===== src/rtl/vga_window_scanout_if.sv =====
// Frame-buffer read port: the scanout drives a word address, memory returns the pixel word
// a fixed number of clocks later.
interface vga_window_scanout_if;
  logic [31:0] memAddress;
  logic [31:0] pixel;

  modport master (output memAddress, input pixel);
  modport slave (input memAddress, output pixel);
endinterface


===== src/rtl/vga_window_scanout.sv =====
// VGA timing generator that scans a SCALE-replicated window out of a frame buffer.
// Define VGA_SCANOUT_DBUF_EN to enable double buffering between BASE0 and BASE1 via swap_req.
module vga_window_scanout #(
  parameter int H_ACTIVE = 640,
  parameter int H_FP     = 16,
  parameter int H_SYNC   = 96,
  parameter int H_BP     = 48,
  parameter int V_ACTIVE = 480,
  parameter int V_FP     = 10,
  parameter int V_SYNC   = 2,
  parameter int V_BP     = 33,
  parameter int WIN_W    = 200,
  parameter int WIN_H    = 200,
  parameter int SCALE    = 1,
  parameter int MEM_LAT  = 1,
  parameter logic [31:0] BASE0 = 32'd0,
  parameter logic [31:0] BASE1 = 32'd40000
) (
  input  logic        clk,
  input  logic        rst,
  input  logic [9:0]  win_x0,
  input  logic [9:0]  win_y0,
  input  logic [23:0] bg_color,
  input  logic        swap_req,
  vga_window_scanout_if.master mem,
  output logic        hsync,
  output logic        vsync,
  output logic        sync_b,
  output logic        blank_b,
  output logic [7:0]  r,
  output logic [7:0]  g,
  output logic [7:0]  b,
  output logic [9:0]  x,
  output logic [9:0]  y,
  output logic        frame_start
);

  localparam int H_TOTAL  = H_ACTIVE + H_FP + H_SYNC + H_BP;
  localparam int V_TOTAL  = V_ACTIVE + V_FP + V_SYNC + V_BP;
  localparam int HS_START = H_ACTIVE + H_FP;
  localparam int HS_END   = HS_START + H_SYNC;
  localparam int VS_START = V_ACTIVE + V_FP;
  localparam int VS_END   = VS_START + V_SYNC;
  localparam int WIN_PW   = WIN_W * SCALE;
  localparam int WIN_PH   = WIN_H * SCALE;
  localparam int PIPE     = MEM_LAT + 1;
  localparam logic [1:0] SUB_LAST = 2'(SCALE - 1);

  typedef struct packed {
    logic       hs;
    logic       vs;
    logic       act;
    logic       win;
    logic       first;
    logic [9:0] px;
    logic [9:0] py;
  } ctl_t;

  localparam ctl_t IDLE = '{hs: 1'b1, vs: 1'b1, act: 1'b0, win: 1'b0, first: 1'b0,
                            px: 10'd0, py: 10'd0};

  logic [9:0] hc, vc, wx, wy, ox, oy;
  logic line_end, frame_end, at_origin;
  logic signed [11:0] dx, dy;
  logic h_in, v_in, in_win;
  logic sel_now;
  logic [31:0] base, col, row_base;
  logic [1:0] sub_x, sub_y;
  ctl_t cur, last;
  ctl_t pipe [0:PIPE-1];
  logic unused_bits;

  assign line_end  = (hc == 10'(H_TOTAL - 1));
  assign frame_end = line_end && (vc == 10'(V_TOTAL - 1));
  assign at_origin = (hc == 10'd0) && (vc == 10'd0);

  always_ff @(posedge clk) begin
    if (!rst) begin
      hc <= 10'd0;
      vc <= 10'd0;
    end else if (line_end) begin
      hc <= 10'd0;
      vc <= frame_end ? 10'd0 : vc + 10'd1;
    end else begin
      hc <= hc + 10'd1;
    end
  end

  // The origin is sampled at (0,0); that pixel already uses the new value so a frame is never split.
  assign ox = at_origin ? win_x0 : wx;
  assign oy = at_origin ? win_y0 : wy;

  always_ff @(posedge clk) begin
    if (!rst) begin
      wx <= 10'd0;
      wy <= 10'd0;
    end else if (at_origin) begin
      wx <= win_x0;
      wy <= win_y0;
    end
  end

  assign dx     = $signed({2'b00, hc}) - $signed({2'b00, ox});
  assign dy     = $signed({2'b00, vc}) - $signed({2'b00, oy});
  assign h_in   = !dx[11] && (int'(dx) < WIN_PW);
  assign v_in   = !dy[11] && (int'(dy) < WIN_PH);
  assign in_win = h_in && v_in;

`ifdef VGA_SCANOUT_DBUF_EN
  logic base_sel, pending;

  // A request landing on the (0,0) edge becomes the new pending flag, so it applies one frame later.
  assign sel_now = at_origin ? (base_sel ^ pending) : base_sel;

  always_ff @(posedge clk) begin
    if (!rst) begin
      base_sel <= 1'b0;
      pending  <= 1'b0;
    end else if (at_origin) begin
      base_sel <= base_sel ^ pending;
      pending  <= swap_req;
    end else if (swap_req) begin
      pending  <= 1'b1;
    end
  end
`else
  assign sel_now = 1'b0;
`endif

  assign base = sel_now ? BASE1 : BASE0;

  // Sub-pixel counters replace a divide by SCALE; they keep running through clipped pixels.
  always_ff @(posedge clk) begin
    if (!rst) begin
      mem.memAddress <= BASE0;
      col            <= 32'd0;
      sub_x          <= 2'd0;
      row_base       <= 32'd0;
      sub_y          <= 2'd0;
    end else begin
      if (in_win)
        mem.memAddress <= base + row_base + col;
      if (line_end || !in_win) begin
        col   <= 32'd0;
        sub_x <= 2'd0;
      end else if (sub_x == SUB_LAST) begin
        col   <= col + 32'd1;
        sub_x <= 2'd0;
      end else begin
        sub_x <= sub_x + 2'd1;
      end
      if (line_end) begin
        if (frame_end || !v_in) begin
          row_base <= 32'd0;
          sub_y    <= 2'd0;
        end else if (sub_y == SUB_LAST) begin
          row_base <= row_base + 32'(WIN_W);
          sub_y    <= 2'd0;
        end else begin
          sub_y    <= sub_y + 2'd1;
        end
      end
    end
  end

  always_comb begin
    cur       = IDLE;
    cur.hs    = !((hc >= 10'(HS_START)) && (hc < 10'(HS_END)));
    cur.vs    = !((vc >= 10'(VS_START)) && (vc < 10'(VS_END)));
    cur.act   = (hc < 10'(H_ACTIVE)) && (vc < 10'(V_ACTIVE));
    cur.win   = in_win;
    cur.first = at_origin;
    cur.px    = hc;
    cur.py    = vc;
  end

  // Control travels alongside the memory read so it meets the returning pixel word.
  always_ff @(posedge clk) begin
    if (!rst) begin
      for (int i = 0; i < PIPE; i++)
        pipe[i] <= IDLE;
    end else begin
      pipe[0] <= cur;
      for (int i = 1; i < PIPE; i++)
        pipe[i] <= pipe[i-1];
    end
  end

  assign last = pipe[PIPE-1];

  always_ff @(posedge clk) begin
    if (!rst) begin
      hsync       <= 1'b1;
      vsync       <= 1'b1;
      blank_b     <= 1'b0;
      {r, g, b}   <= 24'd0;
      x           <= 10'd0;
      y           <= 10'd0;
      frame_start <= 1'b0;
    end else begin
      hsync       <= last.hs;
      vsync       <= last.vs;
      blank_b     <= last.act;
      x           <= last.px;
      y           <= last.py;
      frame_start <= last.first;
      if (!last.act)
        {r, g, b} <= 24'd0;
      else if (!last.win)
        {r, g, b} <= bg_color;
      else
        {r, g, b} <= mem.pixel[23:0];
    end
  end

  assign sync_b      = 1'b0;
  assign unused_bits = &{1'b0, mem.pixel[31:24], swap_req};

endmodule


===== src/flat_wrapper.sv =====
// flat-port wrapper written by rule: the top's interface ports become plain ports
module vga_window_scanout_flat 
#(
  parameter int H_ACTIVE = 640,
  parameter int H_FP     = 16,
  parameter int H_SYNC   = 96,
  parameter int H_BP     = 48,
  parameter int V_ACTIVE = 480,
  parameter int V_FP     = 10,
  parameter int V_SYNC   = 2,
  parameter int V_BP     = 33,
  parameter int WIN_W    = 200,
  parameter int WIN_H    = 200,
  parameter int SCALE    = 1,
  parameter int MEM_LAT  = 1,
  parameter logic [31:0] BASE0 = 32'd0,
  parameter logic [31:0] BASE1 = 32'd40000
)
  (clk, rst, win_x0, win_y0, bg_color, swap_req, hsync, vsync, sync_b, blank_b, r, g, b, x, y, frame_start, mem_memAddress, mem_pixel);
  vga_window_scanout_if mem_i ();
  input  logic clk;
  input  logic rst;
  input  logic [9:0] win_x0;
  input  logic [9:0] win_y0;
  input  logic [23:0] bg_color;
  input  logic swap_req;
  output logic hsync;
  output logic vsync;
  output logic sync_b;
  output logic blank_b;
  output logic [7:0] r;
  output logic [7:0] g;
  output logic [7:0] b;
  output logic [9:0] x;
  output logic [9:0] y;
  output logic frame_start;
  output wire logic [$bits(mem_i.memAddress)-1:0] mem_memAddress;
  input wire logic [$bits(mem_i.pixel)-1:0] mem_pixel;
  assign mem_memAddress = mem_i.memAddress;
  assign mem_i.pixel = mem_pixel;
  vga_window_scanout #(.H_ACTIVE(H_ACTIVE), .H_FP(H_FP), .H_SYNC(H_SYNC), .H_BP(H_BP), .V_ACTIVE(V_ACTIVE), .V_FP(V_FP), .V_SYNC(V_SYNC), .V_BP(V_BP), .WIN_W(WIN_W), .WIN_H(WIN_H), .SCALE(SCALE), .MEM_LAT(MEM_LAT), .BASE0(BASE0), .BASE1(BASE1)) u_core (.clk(clk), .rst(rst), .win_x0(win_x0), .win_y0(win_y0), .bg_color(bg_color), .swap_req(swap_req), .mem(mem_i), .hsync(hsync), .vsync(vsync), .sync_b(sync_b), .blank_b(blank_b), .r(r), .g(g), .b(b), .x(x), .y(y), .frame_start(frame_start));
endmodule

===== config.mk =====
export PLATFORM = sky130hd
export DESIGN_NAME = vga_window_scanout_flat
export DESIGN_NICKNAME = d
export VERILOG_FILES = /design/src/rtl/vga_window_scanout_if.sv /design/src/rtl/vga_window_scanout.sv /design/src/flat_wrapper.sv
export SDC_FILE = /design/constraint.sdc
export NUM_CORES = 1
export LEC_CHECK = 0
export ABC_AREA = 1
export CORE_MARGIN = 2
export CORE_UTILIZATION = 50
export DETAILED_ROUTE_END_ITERATION = 6
export PLACE_DENSITY = 0.74
export SLEW_MARGIN = 20
export SYNTH_ARGS = -nofsm -noshare
export SYNTH_HDL_FRONTEND = slang
export SYNTH_SLANG_ARGS = --single-unit

===== constraint.sdc =====
create_clock -name clk -period 4.1 [get_ports clk]
set_clock_uncertainty 0.1 [all_clocks]
set_input_delay 1.23 -clock clk [delete_from_list [all_inputs] [get_ports clk]]
set_output_delay 1.23 -clock clk [all_outputs]
set_load 0.005 [all_outputs]

# Word level (Yosys, flattened, before mapping)
# Memories as Yosys holds them, arrays and structs flattened.
# Cells that the tools add are included.
totals:
  register_bits: 188
  mem_bits_rw: 50
  in_bits: 79
  out_inout_bits: 81
  word_cells: 81
  mem_count: 1
mem_list:
  columns: ["name", "depth", "word_bits", "rd", "rd_ports_with_merged_regs", "wr", "line_no", "rtl"]
  rows:
  - ["u_core.pipe", 2, 25, 2, 0, 2, "vga_window_scanout.sv:70", "ctl_t pipe [0:PIPE-1];"]
classes:
  addsub: 9
  magnitude_cmp: 8
  n_eq_ne: 2
  muxes: 14
  bitwise: 3
  n_reduce_logical: 26
op_table:
  columns: ["op", "count"]
  rows:
  - ["32-bit 2-to-1 mux", 2]
  - ["25-bit 2-to-1 mux", 2]
  - ["32-bit by 1-bit adder with 32-bit output (second input constant)", 1]
  - ["32-bit adder", 1]
  - ["32-bit by 8-bit adder with 32-bit output (second input constant)", 1]
  - ["10-bit 2-to-1 mux", 3]
  - ["8-bit 2-to-1 mux", 3]
  - ["11-bit by 9-bit < comparator with 1-bit output (second input constant)", 2]
  - ["10-bit by 10-bit subtractor with 11-bit output", 2]
  - ["10-bit by 1-bit adder with 10-bit output (second input constant)", 2]
  - ["10-bit == test (second input constant)", 2]
  - ["10-bit zero test", 2]
  - ["10-bit < comparator (second input constant)", 2]
  - ["10-bit by 9-bit < comparator with 1-bit output (second input constant)", 2]
  - ["10-bit >= comparator (second input constant)", 1]
  - ["10-bit by 9-bit >= comparator with 1-bit output (second input constant)", 1]
  - ["1-bit logical AND", 8]
  - ["1-bit zero test", 6]
  - ["2-bit by 1-bit adder with 2-bit output (second input constant)", 2]
  - ["2-bit zero test", 2]
  - ["2-bit 2-to-1 mux", 2]
  - ["2-bit AND reduction", 2]
  - ["2-bit OR reduction", 2]
  - ["3-bit OR reduction", 1]
  - ["5 further kinds", 8]

# Depth between registers and ports, before layout
# Gate-level depths: netlist (run 1).
depth:
  ltp_word: 10
  mapped_depth: 27

# Least setup slack after synthesis (run 1)
# Ideal clock, no wire load.
synth_timing:
  kind: "register to register"
  from: "register u_core.vc[0]"
  to: "register u_core.col[20]"
  t_arrival_ps: 3596
  required_time_ps: 3934
  setup_slack_ps: 338
  stages_incl_launch_ff: 23
  n_path_buf: 3
  synth_period_minus_slack_ps: 3762
  cell_sequence: "dfxtp_1 -> inv_1 -> ha_1 -> inv_1 -> nor2_1 -> nand2_1 -> nor2_4 -> nand3_2 -> buf_6 -> buf_1 -> mux2i_1 -> ha_1 -> a21oi_1 -> o21ai_0 -> a21oi_1 -> nand2_1 -> xor2_1 -> nor2_1 -> nand3_1 -> nor3_4 -> nand2_2 -> buf_2 -> a21oi_2"
synth_via:
  elab_chain_len: 10
synth_lines:
  columns: ["element", "line_no", "rtl"]
  rows:
  - ["start: declaration", "vga_window_scanout.sv:62", "logic [9:0] hc, vc, wx, wy, ox, oy;"]
  - ["start signal: assignment", "vga_window_scanout.sv:83", "vc <= frame_end ? 10'd0 : vc + 10'd1;"]
  - ["10-bit zero test", "vga_window_scanout.sv:75", "assign at_origin = (hc == 10'd0) && (vc == 10'd0);"]
  - ["1-bit logical AND", "vga_window_scanout.sv:75", null]
  - ["10-bit 2-to-1 mux, on equally long branches", "vga_window_scanout.sv:90, vga_window_scanout.sv:91", null]
  - ["10-bit by 10-bit subtractor with 11-bit output, on equally long branches", "vga_window_scanout.sv:103, vga_window_scanout.sv:104", null]
  - ["11-bit by 9-bit < comparator with 1-bit output (tied with other cells)", "vga_window_scanout.sv:105", "assign h_in = !dx[11] && (int'(dx) < WIN_PW);"]
  - ["1-bit logical AND, on equally long branches", "vga_window_scanout.sv:105, vga_window_scanout.sv:106", null]
  - ["1-bit logical AND (*)", "vga_window_scanout.sv:107", "assign in_win = h_in && v_in;"]
  - ["1-bit zero test (*)", "vga_window_scanout.sv:143", "if (line_end || !in_win) begin"]
  - ["1-bit logical OR (*)", "vga_window_scanout.sv:143", null]
  - ["2-bit OR reduction (no source line) (*)", null, null]
  - ["end signal: assignment", "vga_window_scanout.sv:147", "col <= col + 32'd1;"]
  - ["end: declaration", "vga_window_scanout.sv:67", "logic [31:0] base, col, row_base;"]
# Mark *: on every way between the ends. The rest lies on a longest branch, timed or not.
# A chain may end at the register's enable or synchronous reset.

# Final worst setup path (run 1)
layout_timing:
  from: "register u_core.vc[1]"
  to: "register u_core.mem.memAddress[16]"
layout_via:
  elab_chain_len: 7
layout_lines:
  columns: ["element", "line_no", "rtl"]
  rows:
  - ["10-bit zero test", "vga_window_scanout.sv:75", null]
  - ["1-bit logical AND", "vga_window_scanout.sv:75", null]
  - ["10-bit 2-to-1 mux, on equally long branches", "vga_window_scanout.sv:90, vga_window_scanout.sv:91", null]
  - ["10-bit by 10-bit subtractor with 11-bit output, on equally long branches", "vga_window_scanout.sv:103, vga_window_scanout.sv:104", null]
  - ["11-bit by 9-bit < comparator with 1-bit output (tied with other cells)", "vga_window_scanout.sv:105", null]
  - ["1-bit logical AND, on equally long branches", "vga_window_scanout.sv:105, vga_window_scanout.sv:106", null]
  - ["1-bit logical AND (*)", "vga_window_scanout.sv:107", null]
  - ["end signal: assignment", "vga_window_scanout.sv:142", "mem.memAddress <= base + row_base + col;"]
  - ["end: declaration", "vga_window_scanout_if.sv:7", "modport master (output memAddress, input pixel);"]
# Marked as above.

==> results.yml, run 1 <==
critical_path:
  end_kind: "flip-flop"
  critPathCapture: "u_core.mem.memAddress[16]"
  cp-start-kind: "flip-flop"
  cp.arrival_ns: 4.14
  criticalPathCategory: "reg -> reg"
  worst-path-max-fanout: 15
  r2r-start: "u_core.vc[1]"
  critPathRequiredTime_ns: 4.47
  startpoint: "u_core.vc[1]"
  ff2ff_setup_slack_ns: 0.33
  rr_worst_depth: 22
  reg2reg_to: "u_core.mem.memAddress[16]"
sta:
  tightest_slew_ns: 0.9009
  drv_slew: 0
  post-route-min-period_ns: 3.773
  tns_ns: 0
  max_freq_mhz: 265.1
  setup-violations-final: 0
  rsz0062_at_grt: "no"
  timing.final.crit_share: 0.9202
  slew_headroom: 0.3980
  hold_viol: 0
grt:
  antenna_found_initial: 0
  grtUsageTotal: 0.2362
  grt_pass1_wl_um: 47890
  grt-ovfl-total: 0
  grt_max_degree: 81
  grt_pass1_vias: 9851
floorplanning:
  die_x_um: 157.3
  num_rows: 56
  die_h_um: 157.3
  initial_core_util: 0.5054
  ios: 160
  coreArea_mm2: 0.02326
  die-area_mm2: 0.02476
layout:
  finalNonFillerCells: 2141
  syn2layout_area_growth_pct: 24.81
  ff_latch_area_mm2: 0.004705
  drive_gt1_frac: 0.06147
  fin_nets: 1937
  num_antenna_cells: 0
  n_fill_cell: 2099
  multi_input_area_mm2: 0.006107
yosys:
  synth_top_flop_cell: "dfxtp_1"
  synth_cell_types: 46
  synth_area_leaders: "dfxtp_1 (40%), nand2_1 (12%), nor2_1 (7.8%)"
  yosysSeqAreaShare: 0.4002
  synth_fp_nets: 1784
  synth_seq_cells: 235
  yosysTopAreaCell: "dfxtp_1"
  yosysTopAreaCellShare: 0.4002
  async_flop_share: 0
  netlist_area_mm2: 0.01176
  ys_warn_count: 0
  synth_edf_count: 0
  avgSynthCellArea_um2: 7.121
  synthCells: 1651
clock_network:
  clk_latency_ns: 0.53
  cts_num_sinks: 235
  cts_root_buf: "clkbuf_16"
  numCtsBuffers: 25
  cts.clk_slew.worst_paths_ns: 0.06
  h-tree-depth: 1
  cts_max_path_buffers: 3
  cts_tree: "done"
power:
  p_per_area_mw_per_mm2: 357.0
  power.leakage_nw: 6.522
  peakVddDrop_v: 0.0002698
detailed_routing:
  drt_wl_total_um: 30220
  vias_per_cell: 5.073
  drtPass1Iterations: 5
  wl_per_cell_um: 14.11
  drt_iter0_drc: 707
  drc: 0
  drtAntennaViolNets: 0
  vias: 10860
min_path:
  hold_class: "reg -> reg"
placement:
  dp_cells: 2092
  hpwl_um: 22020
  gp_congestion: 0.9265
  port_buffers: 149
outcome:
  status: "completed"
job:
  drv_cap: 0
-- worst min path at each step --
stage / startpoint / to / slack, ns / cells after the start
finish: u_core.pipe[0][5] / u_core.pipe[0][30] / 0.31 / 2
global route: u_core.pipe[0][23] / u_core.pipe[0][48] / 0.33 / 1
CTS: u_core.pipe[0][8] / u_core.pipe[0][33] / 0.31 / 2
detailed placement: u_core.pipe[0][5] / u_core.pipe[0][30] / 0.30 / 2
global placement: u_core.pipe[0][22] / u_core.pipe[0][47] / 0.29 / 2
floorplan: u_core.pipe[0][45] / u_core.frame_start / 0.29 / 2
-- Yosys cell counts, drive strengths merged, types with 7 or more instances --
library cell	count
nor2	251
nand3	111
o21ai	29
clkbuf	27
mux2i	17
nand2	383
nor4	10
xor2	51
a21oi	111
a31oi	7
ha	54
nor3	29
inv	203
buf	24
nand4	30
xnor2	30
or2	7
dfxtp	235
-- routing by layer --
layer | up-vias | track usage | wire length, um
met5 | - | 0 | 0
met4 | 0 | 0.06277 | 632
met3 | 47 | 0.03855 | 2169
met2 | 336 | 0.3924 | 13230
met1 | 4907 | 0.3186 | 14190
li1 | 5571 | - | -
-- logic make-up (layout without fill, tap and decap cells) --
kind of cell               count (synthesis)  after routing  synth area share
other                                      1              1         0.0003190
AOI/OAI and AO/OA                        175            175           0.08206
buffers and inverters                    255            426           0.08429
adders and majority gates                 54             54           0.05747
muxes                                     17             17           0.01447
and+or+nand+nor                          833            833            0.3009
DFF                                      235            235            0.4002
xor gates and xnor gates                  81             81           0.06034
-- per-stage QoR --
step	util	power [mW]	cell area, um2	hold WS (ns)	setup WS, ns
floorplan	-	2.674	11760	0.2905	0.3379
global placement	0.5882	2.822	13680	0.2919	0.02657
detailed placement	0.5882	2.834	13680	0.2968	-0.006981
CTS	0.6267	5.267	14580	0.3080	0.2397
global route	0.6308	5.445	14670	0.3297	0.01118
finish	0.6308	5.238	14670	0.3094	0.3272
-- placed cells by master, fill, tap and decap left out, types with 4 or more instances in the layout --
cell type,count
xor2_1,51
a21oi_1,107
dfxtp_1,235
nand4_1,29
or2_2,7
mux2i_1,13
ha_1,53
nand3b_1,6
nand2_2,6
bufinv_16,4
mux2i_2,4
xnor2_1,30
nor4_1,9
nor3b_1,4
buf_4,20
clkbuf_8,5
nor3_1,27
nor2_2,5
nor2_1,243
o21ai_0,29
a21o_1,5
a21oi_2,4
clkdlybuf4s50_1,148
buf_12,6
a31oi_1,7
nand3_1,108
clkbuf_16,26
o21a_1,4
inv_1,200
nand2_1,377
-- critical path, cell delays in order, from the launching register on --
cell and delay [ns]:
dfxtp_1 0.42, inv_1 0.10, ha_1 0.19, inv_1 0.09
nor2_1 0.04, nand2_1 0.11, nor2_4 0.06, nand3_2 0.09
buf_6 0.18, mux2i_2 0.26, ha_1 0.32, a21oi_1 0.19
o21ai_0 0.14, a21oi_1 0.14, nand2_1 0.07, xor2_1 0.14
nor2_1 0.12, nand3_1 0.17, nor3_4 0.26, buf_4 0.19
clkbuf_16 0.19, nor2_1 0.05, nor2_1 0.10
-- flip-flops by register name, summed over array words and instances, names as in the netlist, 2 cells and up --
| name | count |
|---|---|
| u_core.pipe | 50 |
| u_core.col | 32 |
| u_core.mem.memAddress | 32 |
| u_core.row_base | 29 |
| u_core.hc | 10 |
| u_core.vc | 10 |
| u_core.wx | 10 |
| u_core.wy | 10 |
| u_core.x | 10 |
| u_core.y | 10 |
| u_core.b | 8 |
| u_core.g | 8 |
| u_core.r | 8 |
| u_core.sub_x | 2 |
| u_core.sub_y | 2 |
-- what timing repair did --
action,in CTS,in global routing
buffers inserted,0,3
hold buffers,0,0
setup endpoints to repair,0,95
gates resized for setup,0,14
-- where the power goes --
part           internal, mW  switching [mW]
clock                  1.47           0.962
sequential             2.32          0.0128
combinational         0.209           0.265
-- area by class of cell --
class	instances	share of cell area
multi-input cells	1161	0.4162
flip-flops and latches	235	0.3206
repair buffers	177	0.1226
inverters	204	0.05219
clock buffers	32	0.04784
well taps	319	0.02720
clock inverters	13	0.01330
Note: power is estimated with default switching activity, not from simulation.
==> run 2, diff against run 1 <==
--- a/config.mk
+++ b/config.mk
@@ -6,6 +6,7 @@
 export NUM_CORES = 1
 export LEC_CHECK = 0
 export ABC_AREA = 1
+export CORE_ASPECT_RATIO = 0.5
 export CORE_MARGIN = 2
 export CORE_UTILIZATION = 50
 export DETAILED_ROUTE_END_ITERATION = 6
==> results.yml, run 2 (synthesis gave the netlist of run 1 again) <==
outcome:
  status: "completed"
critical_path:
  end_kind: "flip-flop"
  critPathRequiredTime_ns: 4.47
  criticalPathCategory: "reg -> reg"
  cp.arrival_ns: 4.18
  worst-path-max-fanout: 13
  cp-start-kind: "flip-flop"
sta:
  finalHoldWorstSlack_ns: 0.3048
  hold_viol: 0
  drv_slew: 0
  slew_headroom: 0.4618
  max_freq_mhz: 262.5
  tightest_slew_ns: 0.8072
  post-route-min-period_ns: 3.809
  timing.final.crit_share: 0.9290
  setup-violations-final: 0
clock_network:
  cts_max_path_buffers: 3
  cts_tree: "done"
  cts.clk_slew.worst_paths_ns: 0.07
  cts_root_buf: "clkbuf_16"
  numCtsBuffers: 23
  cts_setup_buffers: 0
  h-tree-depth: 1
  clk_latency_ns: 0.54
  cts_num_sinks: 235
layout:
  drive_gt1_frac: 0.07309
  layout_commonest_cell: "nand2_1"
  ff_latch_area_mm2: 0.004705
  syn2layout_area_growth_pct: 26.36
  multi_input_area_mm2: 0.006137
  fin_nets: 1963
  final_cell_mix: "nand2_1 (377), nor2_1 (242), dfxtp_1 (235)"
  top_register: "u_core.pipe"
  largest_reg_flops: 50
  n_fill_cell: 2059
  num_antenna_cells: 0
  top_regs: "u_core.pipe (50), u_core.col (32), u_core.mem.memAddress (32)"
grt:
  grtUsageTotal: 0.2466
  grt-ovfl-total: 0
  grt_max_degree: 81
  grt_pass1_vias: 9998
  grt_pass1_wl_um: 50490
  antenna_found_initial: 0
floorplanning:
  die_x_um: 220.9
  ios: 160
  die-area_mm2: 0.02483
  initial_core_util: 0.5126
  die_h_um: 112.4
  num_rows: 39
  coreArea_mm2: 0.02293
placement:
  port_buffers: 149
  gp_congestion: 0.9589
  hpwl_um: 22970
detailed_routing:
  vias: 10810
  drc: 0
  drt_wl_total_um: 30730
  drt_iter0_drc: 789
  wl_per_cell_um: 14.27
  vias_per_cell: 5.017
  drtPass1Iterations: 6
  drtAntennaViolNets: 0
min_path:
  hold_class: "reg -> reg"
power:
  power.leakage_nw: 6.645
  p_per_area_mw_per_mm2: 351.7
  peakVddDrop_v: 0.0003045
  finalPower_mw: 5.224
job:
  drv_cap: 0
## run 2: final timing paths
check,slack (ns),endpoint,depth (start not counted),startpoint
setup reg to reg,0.29,u_core.mem.memAddress[6],23,u_core.vc[0]
hold reg to reg,0.30,u_core.y[1],2,u_core.pipe[0][26]
hold / removal,0.30,u_core.y[1],2,u_core.pipe[0][26]
setup / recovery,0.29,u_core.mem.memAddress[6],23,u_core.vc[0]
## run 2: final cells by class
class / instances / area share
Multi-Input combinational cell: 1161 / 0.4131
Sequential cell: 235 / 0.3167
Timing Repair Buffer: 205 / 0.1355
Inverter: 204 / 0.05155
Clock buffer: 30 / 0.04321
Tap cell: 307 / 0.02586
Clock inverter: 12 / 0.01407
## run 2: what timing repair did
| action | in CTS | in global routing |
|---|---|---|
| resized for setup | 0 | 14 |
| setup endpoints to repair | 0 | 97 |
| hold buffers | 0 | 0 |
## run 2: per-layer routing
| metal | vias to the layer above | global-route usage | routed length, um |
|---|---|---|---|
| met5 | - | 0 | 0 |
| met4 | 0 | 0.05145 | 542 |
| li1 | 5627 | - | - |
| met3 | 37 | 0.04869 | 1982 |
| met2 | 275 | 0.3919 | 13180 |
| met1 | 4867 | 0.3491 | 15030 |
## run 2: metrics by stage
stage | instances | instance area (um2) | TNS (ns) | util | setup slack (ns)
floorplan | 1651 | 11760 | 0 | - | 0.3379
global placement | 2112 | 13930 | -2.613 | 0.6075 | -0.1216
detailed placement | 2112 | 13930 | -3.290 | 0.6075 | -0.1645
CTS | 2154 | 14780 | 0 | 0.6446 | 0.1446
global route | 2154 | 14860 | -0.002359 | 0.6477 | -0.001243
finish | 2154 | 14860 | 0 | 0.6477 | 0.2909
## run 2: report_power, final
group          internal (mW)  switching [mW]  leakage [nW]
logic                  0.245           0.272          4.33
registers               2.32          0.0144          1.90
clock network           1.43           0.943         0.413
## run 2: worst max-delay path, stage by stage (launching register included)
cell and delay, ns:
dfxtp_1 0.31, inv_1 0.13, ha_1 0.17, inv_1 0.06, nor2_1 0.10, nand2_1 0.09, nor2_4 0.15, nand3_2 0.13
buf_12 0.18, mux2i_2 0.22, ha_1 0.29, a21oi_1 0.17, o21ai_0 0.13, a21oi_1 0.15, nand2_1 0.08, xor2_1 0.15
nor2_2 0.15, nand3_2 0.12, buf_4 0.16, nor3_4 0.23, buf_4 0.19, buf_12 0.13, nor2_1 0.05, nor2_1 0.10
